===== src/rtl/sim_ctrl_pkg.sv =====
// Shared types and default signatures for the simulation run controller.
package sim_ctrl_pkg;

  typedef enum logic [1:0] {
    IDLE,
    RST_HOLD,
    RUN,
    DONE
  } state_e;

  typedef enum logic [1:0] {
    V_NONE,
    V_PASS,
    V_FAIL,
    V_TIMEOUT
  } verdict_e;

  // Values a test program writes back to announce its own result.
  localparam logic [31:0] DEF_PASS_SIG = 32'h600D_600D;
  localparam logic [31:0] DEF_FAIL_SIG = 32'hBAD0_BAD0;

endpackage


===== src/rtl/chan_sig_detect.sv =====
// Per-channel signature comparator: flags a valid writeback carrying the
// pass or fail signature. Purely combinational.
module chan_sig_detect
  import sim_ctrl_pkg::*;
#(
  parameter int                DATA_W   = 32,
  parameter logic [DATA_W-1:0] PASS_SIG = DATA_W'(DEF_PASS_SIG),
  parameter logic [DATA_W-1:0] FAIL_SIG = DATA_W'(DEF_FAIL_SIG)
) (
  input  logic              valid,
  input  logic [DATA_W-1:0] data,
  output logic              hit_pass,
  output logic              hit_fail
);

  assign hit_pass = valid && (data == PASS_SIG);
  assign hit_fail = valid && (data == FAIL_SIG);

endmodule


===== src/rtl/sim_run_ctrl.sv =====
// Run controller for riscv simulation tops: holds the cores in reset for a
// fixed number of cycles, runs them under a cycle budget, watches the
// writeback streams for pass/fail signatures and latches a single verdict.
module sim_run_ctrl
  import sim_ctrl_pkg::*;
#(
  parameter int                NUM_CH     = 1,
  parameter int                DATA_W     = 32,
  parameter int                CNT_W      = 16,
  parameter int                RST_CYCLES = 1,
  parameter int                MAX_CYCLES = 40,
  parameter logic [DATA_W-1:0] PASS_SIG   = DATA_W'(DEF_PASS_SIG),
  parameter logic [DATA_W-1:0] FAIL_SIG   = DATA_W'(DEF_FAIL_SIG),
  localparam int               FCH_W      = (NUM_CH > 1) ? $clog2(NUM_CH) : 1
) (
  input  logic                     clk,
  input  logic                     reset,
  input  logic                     start,
  input  logic [NUM_CH-1:0]        wb_valid,
  input  logic [NUM_CH*DATA_W-1:0] wb_data,
  output logic                     core_reset,
  output logic                     running,
  output logic                     done,
  output logic                     pass,
  output logic                     fail,
  output logic                     timeout,
  output logic [FCH_W-1:0]         fail_ch,
  output logic [CNT_W-1:0]         cycle_cnt
);

  localparam int HOLD_W = (RST_CYCLES > 1) ? $clog2(RST_CYCLES) : 1;

  state_e              r_state;
  state_e              w_next_state;
  verdict_e            r_verdict;
  verdict_e            w_verdict;
  logic [HOLD_W-1:0]   r_hold_cnt;
  logic [CNT_W-1:0]    r_cycle_cnt;
  logic [CNT_W-1:0]    w_cnt_inc;
  logic [NUM_CH-1:0]   r_pass_seen;
  logic [FCH_W-1:0]    r_fail_ch;
  logic [FCH_W-1:0]    w_fail_idx;
  logic [NUM_CH-1:0]   w_hit_pass;
  logic [NUM_CH-1:0]   w_hit_fail;
  logic                w_start_run;
  logic                w_any_fail;
  logic                w_all_pass;
  logic                w_budget_hit;

  // One comparator per monitored writeback channel.
  for (genvar g = 0; g < NUM_CH; g++) begin : g_ch
    chan_sig_detect #(
      .DATA_W   (DATA_W),
      .PASS_SIG (PASS_SIG),
      .FAIL_SIG (FAIL_SIG)
    ) u_det (
      .valid    (wb_valid[g]),
      .data     (wb_data[g*DATA_W +: DATA_W]),
      .hit_pass (w_hit_pass[g]),
      .hit_fail (w_hit_fail[g])
    );
  end

  assign w_any_fail   = |w_hit_fail;
  // A pass arriving this cycle completes the set without waiting for pass_seen.
  assign w_all_pass   = &(r_pass_seen | w_hit_pass);
  assign w_budget_hit = (r_cycle_cnt == CNT_W'(MAX_CYCLES - 1));
  assign w_cnt_inc    = (&r_cycle_cnt) ? r_cycle_cnt : r_cycle_cnt + 1'b1;

  // Lowest failing channel wins: scan from the top so lower indices overwrite.
  always_comb begin
    w_fail_idx = '0;
    for (int i = NUM_CH - 1; i >= 0; i--) begin
      if (w_hit_fail[i]) w_fail_idx = FCH_W'(i);
    end
  end

  // Next-state and verdict selection; verdict priority is fail > pass > timeout.
  always_comb begin
    // NOTE: every output of this block gets a default first so no path leaves
    // a variable unassigned, which would otherwise infer a latch.
    w_next_state = r_state;
    w_start_run  = 1'b0;
    w_verdict    = V_NONE;
    case (r_state)
      IDLE, DONE: begin
        if (start) begin
          w_next_state = RST_HOLD;
          w_start_run  = 1'b1;
        end
      end
      RST_HOLD: begin
        if (r_hold_cnt == '0) w_next_state = RUN;
      end
      RUN: begin
        if (w_any_fail)        w_verdict = V_FAIL;
        else if (w_all_pass)   w_verdict = V_PASS;
        else if (w_budget_hit) w_verdict = V_TIMEOUT;
        if (w_verdict != V_NONE) w_next_state = DONE;
      end
      default: w_next_state = IDLE;
    endcase
  end

  // State register.
  always_ff @(posedge clk or negedge reset) begin
    // NOTE: sequential state uses non-blocking assignments so every register
    // samples pre-edge values regardless of statement order.
    if (!reset) r_state <= IDLE;
    else        r_state <= w_next_state;
  end

  // Hold counter, cycle counter, pass tracking and verdict registers.
  always_ff @(posedge clk or negedge reset) begin
    // NOTE: reset clears every register here, including verdict and
    // pass_seen, so an aborted run leaves nothing behind.
    if (!reset) begin
      r_hold_cnt  <= '0;
      r_cycle_cnt <= '0;
      r_pass_seen <= '0;
      r_verdict   <= V_NONE;
      r_fail_ch   <= '0;
    end else begin
      case (r_state)
        IDLE, DONE: begin
          if (w_start_run) begin
            r_hold_cnt  <= HOLD_W'(RST_CYCLES - 1);
            r_cycle_cnt <= '0;
            r_pass_seen <= '0;
            r_verdict   <= V_NONE;
            r_fail_ch   <= '0;
          end
        end
        RST_HOLD: begin
          if (r_hold_cnt != '0) r_hold_cnt <= r_hold_cnt - 1'b1;
          r_cycle_cnt <= '0;
        end
        RUN: begin
          // On the exit cycle the increment makes cycle_cnt the elapsed count.
          r_cycle_cnt <= w_cnt_inc;
          r_pass_seen <= r_pass_seen | w_hit_pass;
          if (w_verdict != V_NONE) begin
            r_verdict <= w_verdict;
            if (w_verdict == V_FAIL) r_fail_ch <= w_fail_idx;
          end
        end
        default: ;
      endcase
    end
  end

  assign core_reset = (r_state != RUN);
  assign running    = (r_state == RUN);
  assign done       = (r_state == DONE);
  assign pass       = (r_verdict == V_PASS);
  assign fail       = (r_verdict == V_FAIL);
  assign timeout    = (r_verdict == V_TIMEOUT);
  assign fail_ch    = r_fail_ch;
  assign cycle_cnt  = r_cycle_cnt;

endmodule


===== config.mk =====
export PLATFORM = sky130hd
export DESIGN_NAME = sim_run_ctrl
export DESIGN_NICKNAME = d
export VERILOG_FILES = /design/src/rtl/sim_ctrl_pkg.sv /design/src/rtl/chan_sig_detect.sv /design/src/rtl/sim_run_ctrl.sv
export SDC_FILE = /design/constraint.sdc
export NUM_CORES = 1
export LEC_CHECK = 0
export CORE_ASPECT_RATIO = 0.9
export CORE_UTILIZATION = 45
export DETAILED_ROUTE_END_ITERATION = 8
export PLACE_DENSITY = 0.93
export REMOVE_ABC_BUFFERS = 1
export SLEW_MARGIN = 15
export SYNTH_ARGS = -nofsm -noshare
export SYNTH_HDL_FRONTEND = slang
export SYNTH_HIERARCHICAL = 1
export SYNTH_SLANG_ARGS = --single-unit

===== constraint.sdc =====
create_clock -name clk -period 3.9 [get_ports clk]
set_input_delay 0.78 -clock clk [delete_from_list [all_inputs] [get_ports clk]]
set_output_delay 0.78 -clock clk [all_outputs]
set_load 0.03 [all_outputs]

==> reports/metrics.yaml, run 1 <==
final_layout:
  drive_gt1_frac: 0.05830
  final_cell_mix: "57 x clkdlybuf4s50_1, 21 x dfrtp_1, 18 x nor2_1, 17 x nand2_1, 10 x o21ai_1"
  areaGrowthSynthToFinish_pct: 44.13
  nNetsFinal: 265
  final_common_cell: "clkdlybuf4s50_1"
  n_antenna_cell: 0
yosys:
  ys_top_cells_by_area: "dfrtp_1 37%, nor2_1 4.8%, nand2_1 4.5%, ha_1 4.4%, nand4_1 4.0%"
  syn_inst: 168
  async_flop_share: 1.000
  yosysUniqueCellTypes: 47
  yosysWarnings: 6
  synth_top_cell_by_area: "dfrtp_1"
  synth.avg_cell_area_um2: 8.438
  synth_edf_count: 0
  syn_area_um2: 1418
  ys_ff_latch: 21
  synth_ff_type: "dfrtp_1"
  synth_top_area_share: 0.3707
  yosysSeqAreaShare: 0.3707
power_and_ir_drop:
  peakVddDrop_v: 0.0003106
  p_leak_nw: 0.7801
  powerDensity_nw_per_um2: 406.8
  p_total_mw: 0.8313
worst_hold_path:
  min_to: "cycle_cnt[1]"
  min_path_cells: 2
  hold_start: "cycle_cnt[1]"
  hp-class: "flip-flop to flip-flop"
worst_setup_path:
  cp_cell_sequence: "inv_1 > ha_1 > inv_1 > buf_4 > clkdlybuf4s50_1"
  timing.rr.start: "r_state[0]"
  required_ns: 3.12
  cp_slowest_stage_delay_ns: 0.69
  worstPathBufferInverterCount: 4
  r2r_slack_ns: 1.48
  timing.critical_path.mode_cell: "inv_1"
  worstPathArrival_ns: 2.16
  crit_family: "buffers and inverters"
  rr_worst_depth: 7
  worstReg2RegEnd: "cycle_cnt[9]"
  slowest_stage: "clkdlybuf4s50_1"
  crit_type: "flip-flop to output port"
  path_max_fanout: 12
  start_kind: "flip-flop"
  endpoint_kind: "output port"
clock_tree:
  cts_tree: "yes"
  cts_max_path_buffers: 2
  cts.sinks: 21
  clkLatencyLatePin_ns: 0.30
  cts_setup_buffers: 0
  cts_made_buffers: 3
  ctsResizeCount: 0
  cts_hold_buffers: 0
  h-tree-depth: 1
  cts-root-buf: "clkbuf_4"
  path_clk_slew_ns: 0.11
detailed_routing:
  vias_per_cell: 5.852
  wl_met3_um: 329
  drt_iter0_drc: 66
  first_pass_iters: 4
  routed_wl_um: 3808
  drcViolationCount: 0
  met2_length_um: 1842
  post_drt_wl_per_cell_um: 14.48
  ant_nets: 0
  vias: 1539
  met1_length_um: 1612
  top_layer: "met4"
floorplan:
  dieArea_um2: 3379
  die_x_um: 61.17
  ios: 59
  core-area_um2: 2860
  initial_core_util: 0.4956
  die_h_um: 55.25
  rows: 18
sta:
  whs_ns: 0.5670
  period_share: 0.7539
  fin_skew_ns: 0.002541
  totalNegativeSetupSlack_ns: 0
  report.final.slew_viol_count: 0
  max_slew.worst_pin.slew_ns: 0.9235
  rsz0062_at_grt: "false"
  max_slew_margin: 0.3824
  fin_crit_ns: 2.940
  setup_viol: 0
  fmaxAchievable_mhz: 340.1
  hold_viol_final: 0
grt:
  grt_use_total: 0.2363
  overflow: 0
  grt_pass1_wl_um: 6230
  grt_max_degree: 22
  grt_pass1_vias: 1419
  antenna_found_initial: 0
place:
  hpwl_um: 2986
  port_buffers: 57
  gp_congestion: 0.9006
status:
  status: "complete, no violations"
run:
  maxCapViolCount: 0
## state kept, by name (all words and copies together) (netlist names)
name and flops:
cycle_cnt 16, r_pass_seen 1, r_verdict 2, r_state 2
## report_power, final
group | internal (mW) | switching [mW] | total, mW
sequential | 0.243 | 0.0282 | 0.271
clock | 0.0399 | 0.0628 | 0.103
combinational | 0.185 | 0.272 | 0.457
total | 0.468 | 0.363 | 0.831
## layout make-up
type                       instances  area, um2
sequential                        21      525.5
tap                               40      50.05
timing repair buffer              59      585.6
inverter                           5      18.77
clock buffer                       4      26.28
multi-input combinational        134      837.1
fill                             242      817.0
## worst register-to-register path: stages (launching register included)
cell and delay (ns):
dfrtp_1 0.44, inv_1 0.07, ha_1 0.36, nand2_1 0.24
nor2_1 0.06, a41o_1 0.41, or4_4 0.58, o31ai_2 0.18
## worst max-delay path by stage
stage	slack, ns	cells after the start	endpoint	startpoint
after global placement	0.95	9	r_verdict[0]	wb_data[30]
after floorplan	1.42	8	r_verdict[0]	wb_data[30]
after global routing	0.87	5	core_reset	r_state[0]
after detailed placement	0.86	9	r_verdict[0]	wb_data[30]
final	0.96	5	core_reset	r_state[0]
after CTS	0.96	5	core_reset	r_state[0]
## layer usage
metal,vias to the layer above,global-route usage
met5,-,0
met4,0,0.04221
met3,4,0.04215
li1,748,-
met2,75,0.3851
met1,712,0.3263
## kinds of logic after synthesis
kind of cell,share of synthesized area
buffers and inverters,0.03884
XOR/XNOR,0.01236
AND/OR/NAND/NOR,0.3557
multiplexers,0.01500
AO/OA/AOI/OAI,0.1606
flip-flops,0.3707
other,0.002645
adder cells (fa/ha/maj),0.04413
## Yosys cell counts (all sizes together), types with 2 or more instances
cell type	count
dfrtp	21
nor2	18
nand2	17
o21ai	13
nand4	9
nor4	8
nand3	7
nor3	7
a21oi	5
clkbuf	5
ha	5
inv	5
or4	5
nor2b	4
a31oi	3
buf	3
nand2b	3
nor4b	3
and4	2
o211ai	2
o22ai	2
o31ai	2
xnor2	2
## through the flow
stage	std cells	instance area (um2)	utilization	worst slack [ns]
3_5_place_dp	259	2017	0.7052	0.8642
3_3_place_gp	259	2017	0.7052	0.9519
2_1_floorplan	160	1381	-	1.422
6_report	263	2043	0.7143	0.9596
5_1_grt	263	2043	0.7143	0.8688
4_1_cts	263	2043	0.7143	0.9639
Note: power is estimated with default switching activity, not from simulation.
==> inputs of run 2 (changes only) <==
--- a/config.mk
+++ b/config.mk
@@ -6,9 +6,9 @@
 export NUM_CORES = 1
 export LEC_CHECK = 0
 export CORE_ASPECT_RATIO = 0.9
-export CORE_UTILIZATION = 45
+export CORE_UTILIZATION = 38
 export DETAILED_ROUTE_END_ITERATION = 8
-export PLACE_DENSITY = 0.93
+export PLACE_DENSITY = 0.84
 export REMOVE_ABC_BUFFERS = 1
 export SLEW_MARGIN = 15
 export SYNTH_ARGS = -nofsm -noshare
==> constraint.sdc (replaced) <==
create_clock -name clk -period 2.7 [get_ports clk]
set_input_delay 0.54 -clock clk [delete_from_list [all_inputs] [get_ports clk]]
set_output_delay 0.54 -clock clk [all_outputs]
set_load 0.03 [all_outputs]
==> run 2 against run 1 <==
Cell area up 2.7%. First-iteration DRC count is 73% higher. Routed wire length up 2.8%. Count of clock-buffer cells in the layout is 1 lower. Via count rose by 1.6%. Final cell count rose by 3.0%. Largest power group unchanged.
==> reports/metrics.yaml, run 2 (synthesis gave the netlist of run 1 again) <==
worst_setup_path:
  endpoint_kind: "flip-flop"  # was output port
  crit_type: "input port to flip-flop"  # was flip-flop to output port
  required_ns: 2.89  # was 3.12 ns
  path_max_fanout: 5  # was 12
  start_kind: "input port"  # was flip-flop
  worstPathArrival_ns: 2.68  # was 2.16 ns
grt:
  grt_pass1_wl_um: 6568  # was 6230 um
  grt_use_total: 0.2170  # was 0.2363
  overflow: 0  # unchanged
  antenna_found_initial: 0  # unchanged
  grt_max_degree: 22  # unchanged
  grt_pass1_vias: 1430  # was 1419
clock_tree:
  clkLatencyLatePin_ns: 0.26  # was 0.30 ns
  cts-root-buf: "clkbuf_8"  # was clkbuf_4
  h-tree-depth: 1  # unchanged
  cts_setup_buffers: 0  # unchanged
  ctsResizeCount: 0  # unchanged
  cts_tree: "yes"  # unchanged
  cts_made_buffers: 3  # unchanged
  cts.sinks: 21  # unchanged
  cts_hold_buffers: 0  # unchanged
  path_clk_slew_ns: 0.08  # was 0.11 ns
  cts_max_path_buffers: 2  # unchanged
power_and_ir_drop:
  peakVddDrop_v: 0.0004186  # was 0.0003106 V
  p_leak_nw: 0.8101  # was 0.7801 nW
  swShare: 0.4223  # was 0.4369
  intPower_mw: 0.7500  # was 0.4681 mW
  pwr-share-comb: 0.539  # was 0.550
  powerDensity_nw_per_um2: 618.7  # was 406.8 nW/um2
  clock_power_share: 0.161  # was 0.124
  switchingPower_mw: 0.5483  # was 0.3632 mW
  seq_power_share: 0.300  # was 0.326
  p_total_mw: 1.298  # was 0.8313 mW
floorplan:
  core-area_um2: 3478  # was 2860 um2
  ios: 59  # unchanged
  rows: 20  # was 18
  die_x_um: 66.38  # was 61.17 um
  initial_core_util: 0.4076  # was 0.4956
  die_h_um: 59.95  # was 55.25 um
  dieArea_um2: 3979  # was 3379 um2
sta:
  report.final.slew_viol_count: 0  # unchanged
  totalNegativeSetupSlack_ns: 0  # unchanged
  whs_ns: 0.5507  # was 0.5670 ns
  rsz0062_at_grt: "false"  # unchanged
  fin_skew_ns: 0.003222  # was 0.002541 ns
  max_slew.worst_pin.slew_ns: 0.7388  # was 0.9235 ns
  period_share: 0.9216
  fin_crit_ns: 2.488
  hold_viol_final: 0  # unchanged
  max_slew_margin: 0.5029  # was 0.3824
  setup_viol: 0  # unchanged
  fmaxAchievable_mhz: 401.9
place:
  hpwl_um: 3039  # was 2986 um
  gp_congestion: 0.8271  # was 0.9006
  port_buffers: 57  # unchanged
run:
  maxCapViolCount: 0  # unchanged
status:
  status: "complete, no violations"  # unchanged
detailed_routing:
  post_drt_wl_per_cell_um: 14.44  # was 14.48 um
  drt_iter0_drc: 114  # was 66
  first_pass_iters: 4  # unchanged
  vias_per_cell: 5.771  # was 5.852
  ant_nets: 0  # unchanged
  vias: 1564  # was 1539
  drcViolationCount: 0  # unchanged
  routed_wl_um: 3913  # was 3808 um
final_layout:
  n_antenna_cell: 0  # unchanged
  drive_gt1_frac: 0.07930  # was 0.05830
  areaGrowthSynthToFinish_pct: 48.01  # was 44.13%
  final_common_cell: "clkdlybuf4s50_1"  # unchanged
  fillers: 319  # was 242
  final_cell_mix: "57 x clkdlybuf4s50_1, 21 x dfrtp_1, 18 x nor2_1, 17 x nand2_1, 10 x o21ai_1"  # unchanged
  nNetsFinal: 269  # was 265
  largest_register_ffs: 16  # unchanged
worst_hold_path:
  hp-class: "flip-flop to flip-flop"  # unchanged
[run 2: cell types whose count changed in the layout (fill, tap and decap cells not counted), sizes merged]
| cell | previous run | this run |
|---|---|---|
| clkinv | 0 | 1 |
| buf | 2 | 6 |
| clkbuf | 4 | 3 |
[run 2: stage by stage]
| stage | instances | setup WS (ns) | util | cell area, um2 |
|---|---|---|---|---|
| after floorplan | 160 | 0.4616 | - | 1381 |
| after global placement | 267 | -0.008737 | 0.5899 | 2052 |
| after detailed placement | 267 | -0.07216 | 0.5899 | 2052 |
| after CTS | 271 | 0.2009 | 0.6032 | 2098 |
| after global routing | 271 | 0.03033 | 0.6032 | 2098 |
| final | 271 | 0.2117 | 0.6032 | 2098 |
[run 2: area by class of cell]
| cell class | count | area, um2 | area share |
|---|---|---|---|
| clock buffer | 3 | 41.29 | 0.01968 |
| clock inverter | 1 | 5.005 | 0.002385 |
| inverter | 5 | 18.77 | 0.008945 |
| multi-input combinational | 134 | 837.1 | 0.3989 |
| sequential | 21 | 525.5 | 0.2504 |
| tap | 44 | 55.05 | 0.02624 |
| timing repair buffer | 63 | 615.6 | 0.2934 |
[run 2: worst paths after layout]
check | cells after the start | slack [ns] | startpoint | to
max | 9 | 0.21 | wb_data[30] | r_verdict[0]
min | 2 | 0.55 | cycle_cnt[1] | cycle_cnt[1]
max reg2reg | 7 | 0.53 | r_state[0] | cycle_cnt[9]
min reg2reg | 2 | 0.55 | cycle_cnt[1] | cycle_cnt[1]
max in group asynchronous | 2 | 1.87 | reset | r_verdict[1]
min in group asynchronous | 2 | 0.62 | reset | cycle_cnt[9]
[run 2: critical path: stages]
cell and delay (ns):
clkdlybuf4s50_1 0.41, or4b_1 0.51, or4_1 0.53, nor3_2 0.12, inv_1 0.08, nand2_1 0.08, nor4_1 0.10, nor3_1 0.17
a2bb2oi_1 0.16
[run 2: layer usage]
metal	share of wire	GRT usage	routed length [um]
met4	0.0054	0.04863	21
met2	0.48	0.3630	1875
met3	0.062	0.04962	244
met5	0	0	0
met1	0.45	0.2864	1773
[run 2: power groups by stage]
| stage | clock network [mW] | registers (mW) | logic [mW] |
|---|---|---|---|
| after global routing | 0.229 | 0.397 | 0.762 |
| after global placement | 0 | 0.395 | 0.678 |
| after CTS | 0.214 | 0.390 | 0.701 |
| after floorplan | 0 | 0.410 | 0.385 |
| final | 0.209 | 0.389 | 0.700 |
| after detailed placement | 0 | 0.396 | 0.697 |
